<file path="src/rtl/debounce_pkg.sv">
// Shared constants and helpers for the multi-channel button debouncer.
package debounce_pkg;

    // 10 ms of stability at a 100 MHz system clock.
    localparam int STABLE_CYCLES_10MS_100MHZ = 1_000_000;

    // Short stability window so simulations finish quickly.
    localparam int STABLE_CYCLES_SIM = 4;

    // Counter width for a given stability window; never narrower than one bit.
    function automatic int cnt_width(input int stable_cycles);
        int w;
        w = $clog2(stable_cycles);
        return (w < 1) ? 1 : w;
    endfunction

endpackage

</file>
<file path="src/rtl/debounce_chan.sv">
// One debouncer channel: two-flop synchroniser, stability counter, accepted
// level and optional rise/fall strobes.
// Optional feature macro: DEBOUNCE_EDGE_PULSE_EN (builds the strobe registers;
// when undefined rise/fall are tied low).
module debounce_chan
    import debounce_pkg::*;
#(
    parameter int   STABLE_CYCLES = STABLE_CYCLES_SIM,
    parameter logic RST_VAL       = 1'b0
) (
    input  logic clk,
    input  logic rst_n,
    input  logic din,
    output logic level,
    output logic rise,
    output logic fall
);

    localparam int              CNT_W   = cnt_width(STABLE_CYCLES);
    localparam logic [CNT_W-1:0] CNT_MAX = CNT_W'(STABLE_CYCLES - 1);

    logic             sync1_reg;
    logic             sync0_reg;
    logic [CNT_W-1:0] cnt_reg;
    logic             level_reg;
    logic             accept;

    // The synchronised sample differs from the accepted level and has done so
    // for the full window: the new level is taken on this edge.
    assign accept = (sync0_reg != level_reg) && (cnt_reg == CNT_MAX);

    // Two-flop synchroniser for the asynchronous pin.
    always_ff @(posedge clk or negedge rst_n) begin
        if (!rst_n) begin
            sync1_reg <= RST_VAL;
            sync0_reg <= RST_VAL;
        end else begin
            sync1_reg <= din;
            sync0_reg <= sync1_reg;
        end
    end

    // Stability counter: restarts whenever the sample matches the accepted
    // level, and clears when a new level is accepted, so it never wraps.
    always_ff @(posedge clk or negedge rst_n) begin
        if (!rst_n) begin
            cnt_reg   <= '0;
            level_reg <= RST_VAL;
        end else if (sync0_reg == level_reg) begin
            cnt_reg <= '0;
        end else if (cnt_reg == CNT_MAX) begin
            level_reg <= sync0_reg;
            cnt_reg   <= '0;
        end else begin
            cnt_reg <= cnt_reg + 1'b1;
        end
    end

    assign level = level_reg;

`ifdef DEBOUNCE_EDGE_PULSE_EN
    logic rise_reg;
    logic fall_reg;

    // Registered strobes, high only on the cycle after a level is accepted.
    always_ff @(posedge clk or negedge rst_n) begin
        if (!rst_n) begin
            rise_reg <= 1'b0;
            fall_reg <= 1'b0;
        end else begin
            rise_reg <= accept &  sync0_reg;
            fall_reg <= accept & ~sync0_reg;
        end
    end

    assign rise = rise_reg;
    assign fall = fall_reg;
`else
    assign rise = 1'b0;
    assign fall = 1'b0;
`endif

endmodule

</file>
<file path="src/rtl/btn_debounce_multi.sv">
// Multi-channel debouncer for push-buttons and slide switches. Every channel
// is an independent debounce_chan instance.
// Optional feature macro: DEBOUNCE_EDGE_PULSE_EN (enables btn_rise/btn_fall;
// when undefined those ports stay present but are driven low).
module btn_debounce_multi
    import debounce_pkg::*;
#(
    parameter int   CHANNELS      = 5,
    parameter int   STABLE_CYCLES = STABLE_CYCLES_10MS_100MHZ,
    parameter logic RST_VAL       = 1'b0
) (
    input  logic                clk,
    input  logic                rst_n,
    input  logic [CHANNELS-1:0] btn_in,
    output logic [CHANNELS-1:0] btn_out,
    output logic [CHANNELS-1:0] btn_rise,
    output logic [CHANNELS-1:0] btn_fall
);

    generate
        for (genvar gi = 0; gi < CHANNELS; gi++) begin : g_chan
            debounce_chan #(
                .STABLE_CYCLES(STABLE_CYCLES),
                .RST_VAL      (RST_VAL)
            ) u_chan (
                .clk  (clk),
                .rst_n(rst_n),
                .din  (btn_in[gi]),
                .level(btn_out[gi]),
                .rise (btn_rise[gi]),
                .fall (btn_fall[gi])
            );
        end
    endgenerate

endmodule

</file>
<file path="config.mk">
export PLATFORM = sky130hd
export DESIGN_NAME = btn_debounce_multi
export DESIGN_NICKNAME = d
export VERILOG_FILES = /design/src/rtl/debounce_pkg.sv /design/src/rtl/debounce_chan.sv /design/src/rtl/btn_debounce_multi.sv
export SDC_FILE = /design/constraint.sdc
export NUM_CORES = 1
export LEC_CHECK = 0
export ABC_AREA = 1
export BUFFER_PORTS_ARGS = -buffer_cell sky130_fd_sc_hd__buf_2
export CORE_AREA = 2 2 98 119
export CTS_CLUSTER_DIAMETER = 80
export DETAILED_ROUTE_END_ITERATION = 7
export DIE_AREA = 0 0 100 121
export PLACE_DENSITY = 0.79
export SLEW_MARGIN = 15
export SYNTH_ARGS = -nofsm -noshare
export SYNTH_HDL_FRONTEND = slang
export SYNTH_HIERARCHICAL = 1
export SYNTH_SLANG_ARGS = --single-unit
</file>
<file path="constraint.sdc">
create_clock -name clk -period 1.9 [get_ports clk]
set_clock_uncertainty 0.2 [all_clocks]
set_input_delay 0.19 -clock clk [delete_from_list [all_inputs] [get_ports clk]]
set_output_delay 0.19 -clock clk [all_outputs]
set_load 0.01 [all_outputs]
</file>
==> run summary <==
Yosys mapped a number of flops with a built-in enable equal to 0. The remaining number of nets flagged by the antenna check after routing came out at 0. The final hold violation count is 0. The power density over cell area came out at 748.2 nW/um2. The largest total area in the synthesized netlist belongs to dfrtp_1. The cell count after synthesis came out at 820. The total number of yosys warnings came out at 6. The startpoint identified for the worst register-to-register timing path is g_chan[0].u_chan/cnt_reg[0]. The number of synthesized register bits came out at 115. The chip height came out at 121 um. The number of buffers on the longest clock path is 2. The net total in the final layout is 868. The final standard cell utilization of the core is around 70%.

The total iterations of the first detailed-routing run is 8. The ratio of final minimum period to clock period came out at 91.51%. TritonCTS built the clock tree. The most frequent cell after synthesis is nor2_1. The total area inside the core boundary comes to 10930 um2. The number of CTS-inserted buffers came out at 17. The endpoint identified for the worst register-to-register timing path is g_chan[0].u_chan/cnt_reg[9]. The critical path required time came out at 2.00 ns. The adder and majority gate portion of the synthesized area is less than 1%. The signal arrival time at the worst endpoint came out at approximately 1.8 ns. The number of diodes came out at 0.

The number of port buffers is 11. The portion of synthesized area spent on multiplexers is 0%. The final-report max-slew violation count came to 0.

Detailed routing inserted a total of 5427 vias. The pin count of the biggest net entering global routing is 37. The netlist area before placement is 6769 um2.

The number of flip-flops in the largest register is 100. Setup repair after global routing left no endpoint under its margin. The combined global-route utilization of all metal layers is 24.81%. The net switching power came out at 1.264 mW. The power share of the clock group came out at 52.2%. The cell count of the worst reg-to-reg path is 6. The path class of the tightest hold or removal check is input pin to async pin. The worst setup path is launched from a register. For this run, the top clock speed supported by timing is 575.1 MHz. The combinational group share of total power came out at 3.7%. The count of H-tree levels built during CTS came out at 4.

The number of vias per cell came out at 5.427. Routability-driven placement finished with a final weighted congestion of approximately 0.93. The share of synthesized cell area in and, or, nand and nor gates came out at 41.13%. The setup slack of the most critical reg-to-reg path came out at 0.16 ns. Once the clock tree was built, the resizer swapped 0 gates to a different size. With fillers left out, the area of the finished cells amounts to 7614 um2. The area share of xor/xnor cells in the synthesized design came out at 7.024%. The final global-route overflow total came out at 0.

The flow ran to the end, and the final reports show no timing, DRC or antenna violations. In this run switching power makes up 22.20% of total power. The synthesized area per cell came out at ~8.3 um2. The worst-path maximum fanout is 7. The static leakage power is 3.262 nW. Sorting the synthesized cells by area gives the leading types as dfrtp_1 (43%), nor2_1 (10%), nand2_1 (5.8%), nor2_4 (5.0%), xor2_1 (4.5%). The CTS clock-pin slew for the worst setup and hold paths is 0.05 ns. 22 I/O pins were placed. The layout overhead on the synthesized area came out at 12.48%. The share of the yosys chip area belonging to registers is 42.51%. Once placement finished, the instance area stood at 6998 um2. The via count of the first global-routing pass is 5345.

Hold timing on the final database bottoms out at a slack of 0.06771 ns. The worst-case IR drop observed on VDD is 0.6558 mV. Detailed placement ended at an HPWL of 10090 um. The count of routing violations after the opening detailed-route iteration is 350. The clock reaches the later pin of the worst-skew pair after about 0.42 ns.

The post-detailed-route wirelength per cell came out at 13.89 um. The final critical delay including setup and external delays came out at 1.739 ns. Of all flip-flops after synthesis, the portion carrying an async set or reset was 100.0%.

The critical path in this run is classified as register to register. The total of max-cap violations came out at 0. The global-route wire length before repair is between 20000 and 25000 um. The total power is 5.696 mW. The setup total negative slack came out at 0 ns. Measured along the x axis, the die boundary spans about 100 um.

Once the floorplan was initialized, standard cells occupied between 60% and 70% of the core. The final count of negative-setup-slack endpoints is 0. In this run the clock root is driven by a clkbuf_16. The most used flip-flop cell after synthesis is dfrtp_1.

The number of antenna violations at the first check in global routing is 0. Per report_power, the sequential group accounts for 44.1% of the total. After detailed routing, the number of remaining DRC violations is 0. In this run the worst setup path begins at g_chan[0].u_chan/cnt_reg[0]. The area share of the largest cell type after synthesis is about 43%. The clock net sink count came out at 115. Cells with a size suffix above 1 make up between 20% and 30% of the layout.

The number of placement rows came out at 42. The internal power of the cells totals 4.432 mW. The critical path ends at g_chan[0].u_chan/cnt_reg[9].

After synthesis, the largest family of logic cells by area is simple AND/OR/NAND/NOR gates. The final layout contains routed wiring with a total length of about 14000 um. The die covers between 10000 and 15000 um2. The count of distinct cell types in the synthesized netlist came out at 26. The worst setup path is captured at a register. By count the netlist is led by nor2_1 (180), dfrtp_1 (115), nand2_1 (105), inv_1 (70), nand3_1 (55). Summing the areas of all compound-gate instances in the mapped netlist gives 2.588% of the synthesized area.
-- logic make-up after synthesis --
group           Yosys count
compound gates           35
xor+xnor                 50
fa+ha+maj                 5
buf+inv                  90
flops                   115
other cells               5
simple gates            520
-- worst min-delay path by stage --
| stage | from | end | depth (start not counted) |
|---|---|---|---|
| 4_1_cts | rst_n | g_chan[4].u_chan/cnt_reg[8] | 2 |
| 6_report | rst_n | g_chan[4].u_chan/cnt_reg[8] | 2 |
| 2_1_floorplan | rst_n | g_chan[0].u_chan/cnt_reg[0] | 0 |
| 3_5_place_dp | rst_n | g_chan[4].u_chan/cnt_reg[8] | 1 |
| 5_1_grt | rst_n | g_chan[4].u_chan/cnt_reg[13] | 2 |
| 3_3_place_gp | rst_n | g_chan[4].u_chan/cnt_reg[8] | 1 |
-- power groups by stage --
stage / clock network (mW) / logic [mW] / registers [mW]
global route: 3.15 / 0.239 / 2.52
detailed placement: 0 / 0.204 / 2.56
finish: 2.97 / 0.209 / 2.51
global placement: 0 / 0.197 / 2.55
CTS: 3.03 / 0.214 / 2.51
floorplan: 0 / 0.122 / 2.55
-- area by class of cell --
type                    count  area, um2
repair buffers             22      180.2
flip-flops and latches    115       2878
clock inverters             9      81.33
clock buffers              22      474.2
well taps                 132      165.2
inverters                  80      300.3
multi-input cells         620       3535
fillers                   829       3317
-- repair_timing --
item / CTS / global route
hold buffers: 6 / 0
endpoints found under the hold margin: 120 / 0
setup buffers: 0 / 0
-- worst max-delay path, cell delays in order, from the launching register on --
cell and delay, ns:
dfrtp_1 0.40, ha_1 0.23, nand3_1 0.15, nor2_2 0.24, nand3_2 0.19, nand2_4 0.14
nor2_1 0.07
-- layer usage --
layer	vias up	share of wire, %	global-route usage (%)	wire length (um)
met5	-	0	0	0
met4	0	2.3	10.79	324
met3	30	5.2	5.184	723
met2	168	51	42.10	7075
met1	2581	42	30.51	5767
li1	2648	-	-	-
-- metrics by stage --
stage               setup slack [ns]  instances
finish                        0.1613       1000
global route                 0.08877       1000
CTS                           0.2075       1000
detailed placement            0.2221        963
global placement              0.2698        963
floorplan                     0.4600        825
-- placed cells by master (no fill, tap or decap), drive strengths merged, types with 15 or more instances in the layout --
| cell | n |
|---|---|
| buf | 16 |
| clkbuf | 22 |
| dfrtp | 115 |
| inv | 80 |
| nand2 | 160 |
| nand3 | 65 |
| nand4 | 20 |
| nor2 | 240 |
| nor3 | 15 |
| o21ai | 25 |
| xor2 | 40 |
No activity file was read; power rests on OpenSTA's default activity.
